File: config.mk
export PLATFORM = sky130hd
export DESIGN_NAME = serial_subtractor
export DESIGN_NICKNAME = d
export VERILOG_FILES = /design/src/rtl/serial_subtractor.sv
export SDC_FILE = /design/constraint.sdc
export NUM_CORES = 1
export LEC_CHECK = 0
export CAP_MARGIN = 20
export CORE_MARGIN = 1
export CORE_UTILIZATION = 40
export DETAILED_ROUTE_END_ITERATION = 10
export PLACE_DENSITY_LB_ADDON = 0.2
export SYNTH_ARGS = -nofsm -noshare
export SYNTH_HDL_FRONTEND = slang
export SYNTH_SLANG_ARGS = --single-unit
File: constraint.sdc
create_clock -name clk -period 1.9 [get_ports clk]
set_clock_uncertainty 0.05 [all_clocks]
set_input_delay 0.475 -clock clk [delete_from_list [all_inputs] [get_ports clk]]
set_output_delay 0.475 -clock clk [all_outputs]
set_load 0.05 [all_outputs]
File: src/rtl/serial_subtractor.sv
// Bit-serial subtractor: computes a - b - borrow_in one bit per clock, LSB first,
// then publishes diff, borrow_out, overflow and zero with a one-cycle done pulse.
module serial_subtractor #(
  parameter int WIDTH = 4
) (
  input  logic             clk,
  input  logic             rst,
  input  logic             start,
  input  logic [WIDTH-1:0] a,
  input  logic [WIDTH-1:0] b,
  input  logic             borrow_in,
  output logic             busy,
  output logic             done,
  output logic [WIDTH-1:0] diff,
  output logic             borrow_out,
  output logic             overflow,
  output logic             zero
);

  localparam int CNT_W = (WIDTH > 2) ? $clog2(WIDTH) : 1;

  typedef enum logic [1:0] {
    IDLE  = 2'd0,
    SHIFT = 2'd1,
    DONE  = 2'd2
  } state_t;

  state_t             state_q;
  logic [WIDTH-1:0]   a_q;
  logic [WIDTH-1:0]   b_q;
  logic [WIDTH-1:0]   res_q;
  logic               br_q;
  logic [CNT_W-1:0]   cnt_q;
  logic               a_msb_q;
  logic               b_msb_q;

  logic               busy_q;
  logic               done_q;
  logic [WIDTH-1:0]   diff_q;
  logic               borrow_out_q;
  logic               overflow_q;
  logic               zero_q;

  logic               bit_d;
  logic               br_d;
  logic [WIDTH-1:0]   res_d;
  logic               last_bit;

  // One full-subtractor cell acting on the current LSBs of the operand registers.
  always_comb begin
    bit_d    = a_q[0] ^ b_q[0] ^ br_q;
    br_d     = (~a_q[0] & b_q[0]) | (~(a_q[0] ^ b_q[0]) & br_q);
    res_d    = {bit_d, res_q[WIDTH-1:1]};
    last_bit = (cnt_q == CNT_W'(WIDTH - 1));
  end

  always_ff @(posedge clk) begin
    if (rst) begin
      state_q      <= IDLE;
      a_q          <= '0;
      b_q          <= '0;
      res_q        <= '0;
      br_q         <= 1'b0;
      cnt_q        <= '0;
      a_msb_q      <= 1'b0;
      b_msb_q      <= 1'b0;
      busy_q       <= 1'b0;
      done_q       <= 1'b0;
      diff_q       <= '0;
      borrow_out_q <= 1'b0;
      overflow_q   <= 1'b0;
      zero_q       <= 1'b1;
    end else begin
      case (state_q)
        IDLE, DONE: begin
          done_q <= 1'b0;
          if (start) begin
            a_q     <= a;
            b_q     <= b;
            br_q    <= borrow_in;
            res_q   <= '0;
            cnt_q   <= '0;
            a_msb_q <= a[WIDTH-1];
            b_msb_q <= b[WIDTH-1];
            busy_q  <= 1'b1;
            state_q <= SHIFT;
          end else begin
            state_q <= IDLE;
          end
        end

        SHIFT: begin
          a_q   <= a_q >> 1;
          b_q   <= b_q >> 1;
          br_q  <= br_d;
          res_q <= res_d;
          cnt_q <= cnt_q + CNT_W'(1);
          // The final bit is the sign bit of the result, hence bit_d in the overflow term.
          if (last_bit) begin
            busy_q       <= 1'b0;
            done_q       <= 1'b1;
            diff_q       <= res_d;
            borrow_out_q <= br_d;
            overflow_q   <= (a_msb_q != b_msb_q) && (bit_d != a_msb_q);
            zero_q       <= (res_d == '0);
            state_q      <= DONE;
          end
        end

        default: begin
          busy_q  <= 1'b0;
          done_q  <= 1'b0;
          state_q <= IDLE;
        end
      endcase
    end
  end

  assign busy       = busy_q;
  assign done       = done_q;
  assign diff       = diff_q;
  assign borrow_out = borrow_out_q;
  assign overflow   = overflow_q;
  assign zero       = zero_q;

endmodule

==> results.md <==
- The net switching component of the power is 0.000272 W.
- After detailed routing, the number of vias per cell comes to 5.34.
- The initial antenna violation count is 0.
- The starting density of the core is 44.0%.
- The mean routed wirelength per cell is 12.8 um.
- In this run, synthesis produced a sequential element count of 27.
- The first global-routing pass estimated 3820 um of wire.
- The total of max-cap violations is 0.
- The master cell of the clock root buffer is sky130_fd_sc_hd__clkbuf_4.
- The final routed DRC violation total is 0.
- The detail route stage leaves a number of antenna-violating nets equal to 0.
- The growth of design area from synthesis to finish is 21.5%.
- The via count of the first global-routing pass is 895.
- After synthesis, the largest family of logic cells by area is simple AND/OR/NAND/NOR gates.
- In this run the tool buffered the top-level ports with 20 buffer cells.
- For this run, asynchronously set or reset flops after synthesis account for 0%.
- Walking the worst path, the cells encountered are inv_1 > fa_1 > or4_1 > nor2_1 > a211o_1.
- Together, buffers and inverters on the worst path number 1.
- The longest clock path from root to sink contains 2 buffers.
- The synthesized netlist occupies a cell area of 0.00114 mm^2.
- The largest net degree at the start of global routing is 28.
- The endpoint class of the critical path is a flip-flop.
- The sequential power share is 59.7%.
- In this run, the combinational gates consume 16.9% of the power.
- Setup repair after global routing left no endpoint under its margin.
- The areal power density over the cells is 744 mW/mm^2.
- The number of hold buffers added after cts is 0.
- Measured against the total synthesized area, the mux share comes to 3.51%.
- For this block, the routed nets add up to 2240 um of wire.
- The number of nets in the synthesized netlist is 142.
- The maximum cell stage delay along the critical path is 0.51 ns.
- The TritonCTS clock tree is done.
- The critical path arrival is 2.00 ns.
- Of the synthesized area, sequential elements account for 47.4%.
- The post-cts gate resize count is 0.
- The static leakage is 0.562 nW.
- The core area is 0.00259 mm^2.
- The post-CTS setup-driven buffer insertion count is 0.
- For this run, the leading register cell type out of synthesis is sky130_fd_sc_hd__dfxtp_1.
- Setup violations remaining at the end of the flow were counted as 0.
- The clock period minus worst slack is 1.78 ns.
- The most common library cell in the layout ignoring fill and taps is sky130_fd_sc_hd__dfxtp_1.
- The die is 55.4 um tall.
- The number of vias after detailed routing is 935.
- The mean cell area of the mapped netlist is 8.98 um^2.
- The congestion estimate from routability-driven global placement came to 0.717.
- The placed standard-cell area is 0.00136 mm^2.
- The final count of pins violating max slew was 0.
- The slowest stage of the critical path is the sky130_fd_sc_hd__or4_1 cell.
- The count of mapped cells out of synthesis is 127.
- The run finished with clean final reports.
- The count of final hold-check violations is 0.
- The netlist uses 29 different library cells.
- In this run, CTS created clock tree buffers numbering 3.
- The share of the synthesized area in compound gates (AO/OA/AOI/OAI) is 14.3%.
- For this run, the total global-route usage over all layers was measured as 15.4%.
- After synthesis, the largest area contributor takes up 47.4% of total cell area.
- The worst slew margin relative to its limit is 83.2%.
- The fraction of power spent switching nets is 26.3%.
- The final cycle utilization of the critical path is 93.5%.
- The adder and majority cell fraction of the synthesized area is 4.61%.
- After routing, the total negative slack on setup checks comes to 0 ns.
- Of the cells placed in the final design, the portion with a size suffix greater than 1 is 13.8%.
- Once placement completed, the tool counted placed cells totaling 171.
- The count of boundary I/O pins is 21.
- Static timing analysis puts the maximum clock frequency at 563 MHz.
- The count of warnings emitted by yosys is 0.
- Detailed placement finished with a half-perimeter wire length of 1570 um.
- Per report_power, the clock group accounts for 23.4% of the total.
- The synthesized design spends more area on one cell type than any other, namely sky130_fd_sc_hd__dfxtp_1.
- The full die area is 0.00307 mm^2.
- The internal power consumption is 0.000760 W.
- The measured slew at the worst slew-check pin is 0.251 ns.
- The post-synthesis xor/xnor area fraction is 0%.
- The final layout net count is 161.
- In this run the number of H-tree levels came out at 1.
- The number of search-and-repair iterations in the first detailed-routing pass is 4.
- The maximum fanout along the worst path is 3.
- The class of the most critical hold timing path is reg2reg.
- The clock-pin slew on the worst setup and hold paths is 0.14 ns.
- From left edge to right edge, the die measures 55.4 um.
- The number of synthesized flops with an enable pin is 0.
- The critical path required time is 2.13 ns.
- The post-synthesis share of cell area spent on and, or, nand and nor gates is 22.8%.
- The worst setup path is launched from a flip-flop.
- CTS saw 27 sinks.
- The final instance area is 0.00139 mm^2.
- The number of inserted diodes is 0.
- The class of the most critical setup path is reg2reg.
- The library cells used most frequently in the layout, excluding fill and tap cells, are 27 x sky130_fd_sc_hd__dfxtp_1, 19 x sky130_fd_sc_hd__nand2_1, 14 x sky130_fd_sc_hd__nor2_1, 13 x sky130_fd_sc_hd__a21oi_1.
- By area the synthesized netlist is led by sky130_fd_sc_hd__dfxtp_1 47%, sky130_fd_sc_hd__nand2_1 6.3%, sky130_fd_sc_hd__a21oi_1 5.7%.
- The peak supply drop is 0.563 mV.
- The standard-cell row count is 18.
- The detailed router finished its first iteration with 18 violations.
- The kind of cell with the highest combined delay on the critical path is simple AND/OR/NAND/NOR gates.
- After global routing the overflow that remains totals 0.
- For the worst-skew pair, the clock arrives at the later sink with an insertion delay of 0.32 ns.
- For this run, the number of standard cells in the final layout without fillers is 175.
- For this run, the share of the core covered by cells in the final layout is 53.5%.
[through the flow]
| step | power, W | hold slack, ns | setup WS (ns) |
|---|---|---|---|
| global placement | 0.000797 | 0.395 | 0.135 |
| CTS | 0.00104 | 0.432 | 0.111 |
| global route | 0.00109 | 0.453 | 0.0356 |
| detailed placement | 0.000804 | 0.402 | 0.0183 |
| finish | 0.00103 | 0.429 | 0.124 |
| floorplan | 0.000744 | 0.390 | 0.252 |
[cell usage after synthesis (2+ instances only)]
cell / number
sky130_fd_sc_hd__a311oi_1: 6
sky130_fd_sc_hd__buf_4: 3
sky130_fd_sc_hd__nand3_1: 8
sky130_fd_sc_hd__buf_2: 3
sky130_fd_sc_hd__nor2_1: 14
sky130_fd_sc_hd__a21oi_1: 13
sky130_fd_sc_hd__fa_1: 2
sky130_fd_sc_hd__mux2i_1: 4
sky130_fd_sc_hd__buf_6: 2
sky130_fd_sc_hd__dfxtp_1: 27
sky130_fd_sc_hd__nand2_1: 19
sky130_fd_sc_hd__nor3b_1: 2
sky130_fd_sc_hd__nor3_1: 3
sky130_fd_sc_hd__inv_1: 3
sky130_fd_sc_hd__nand2b_1: 4
[worst paths after layout]
path / cells after the start / from / end / slack (ns)
setup / recovery: 5 / b_q[0] / zero / 0.12
hold reg to reg: 1 / zero / zero / 0.43
hold / removal: 1 / zero / zero / 0.43
setup reg to reg: 5 / b_q[0] / zero / 0.12
[state kept, by name (all words and copies together) (netlist names)]
register    count
borrow_out      1
overflow        1
a_q             4
b_msb_q         1
busy            1
state_q         2
cnt_q           2
br_q            1
diff            4
done            1
zero            1
a_msb_q         1
b_q             4
res_q           3
[routing by layer]
metal	global-route usage (%)	part of all wire [%]	up-vias
li1	-	-	469
met1	17.2	44	439
met2	29.1	51	23
met3	4.68	4.3	4
met4	2.14	1.4	0
met5	0	0	-
[cell type report]
type | count | area, um^2
clock buffer | 3 | 22.5
clock inverter | 1 | 5.00
fill | 257 | 1200
inverter | 3 | 11.3
multi-input combinational | 86 | 515
sequential | 27 | 541
tap | 30 | 37.5
timing repair buffer | 25 | 253
[cell families after synthesis]
kind of cell / after synthesis
compound gates: 24
fa+ha+maj: 3
mux: 4
buf+inv: 14
simple gates: 55
flops: 27
[power groups by stage]
stage	clock network [W]	registers, W	logic (W)
3_3_place_gp	0	0.000627	0.000171
6_report	0.000241	0.000616	0.000175
4_1_cts	0.000251	0.000615	0.000177
5_1_grt	0.000275	0.000619	0.000192
2_1_floorplan	0	0.000630	0.000115
3_5_place_dp	0	0.000628	0.000176
Note: power is estimated with default switching activity, not from simulation.
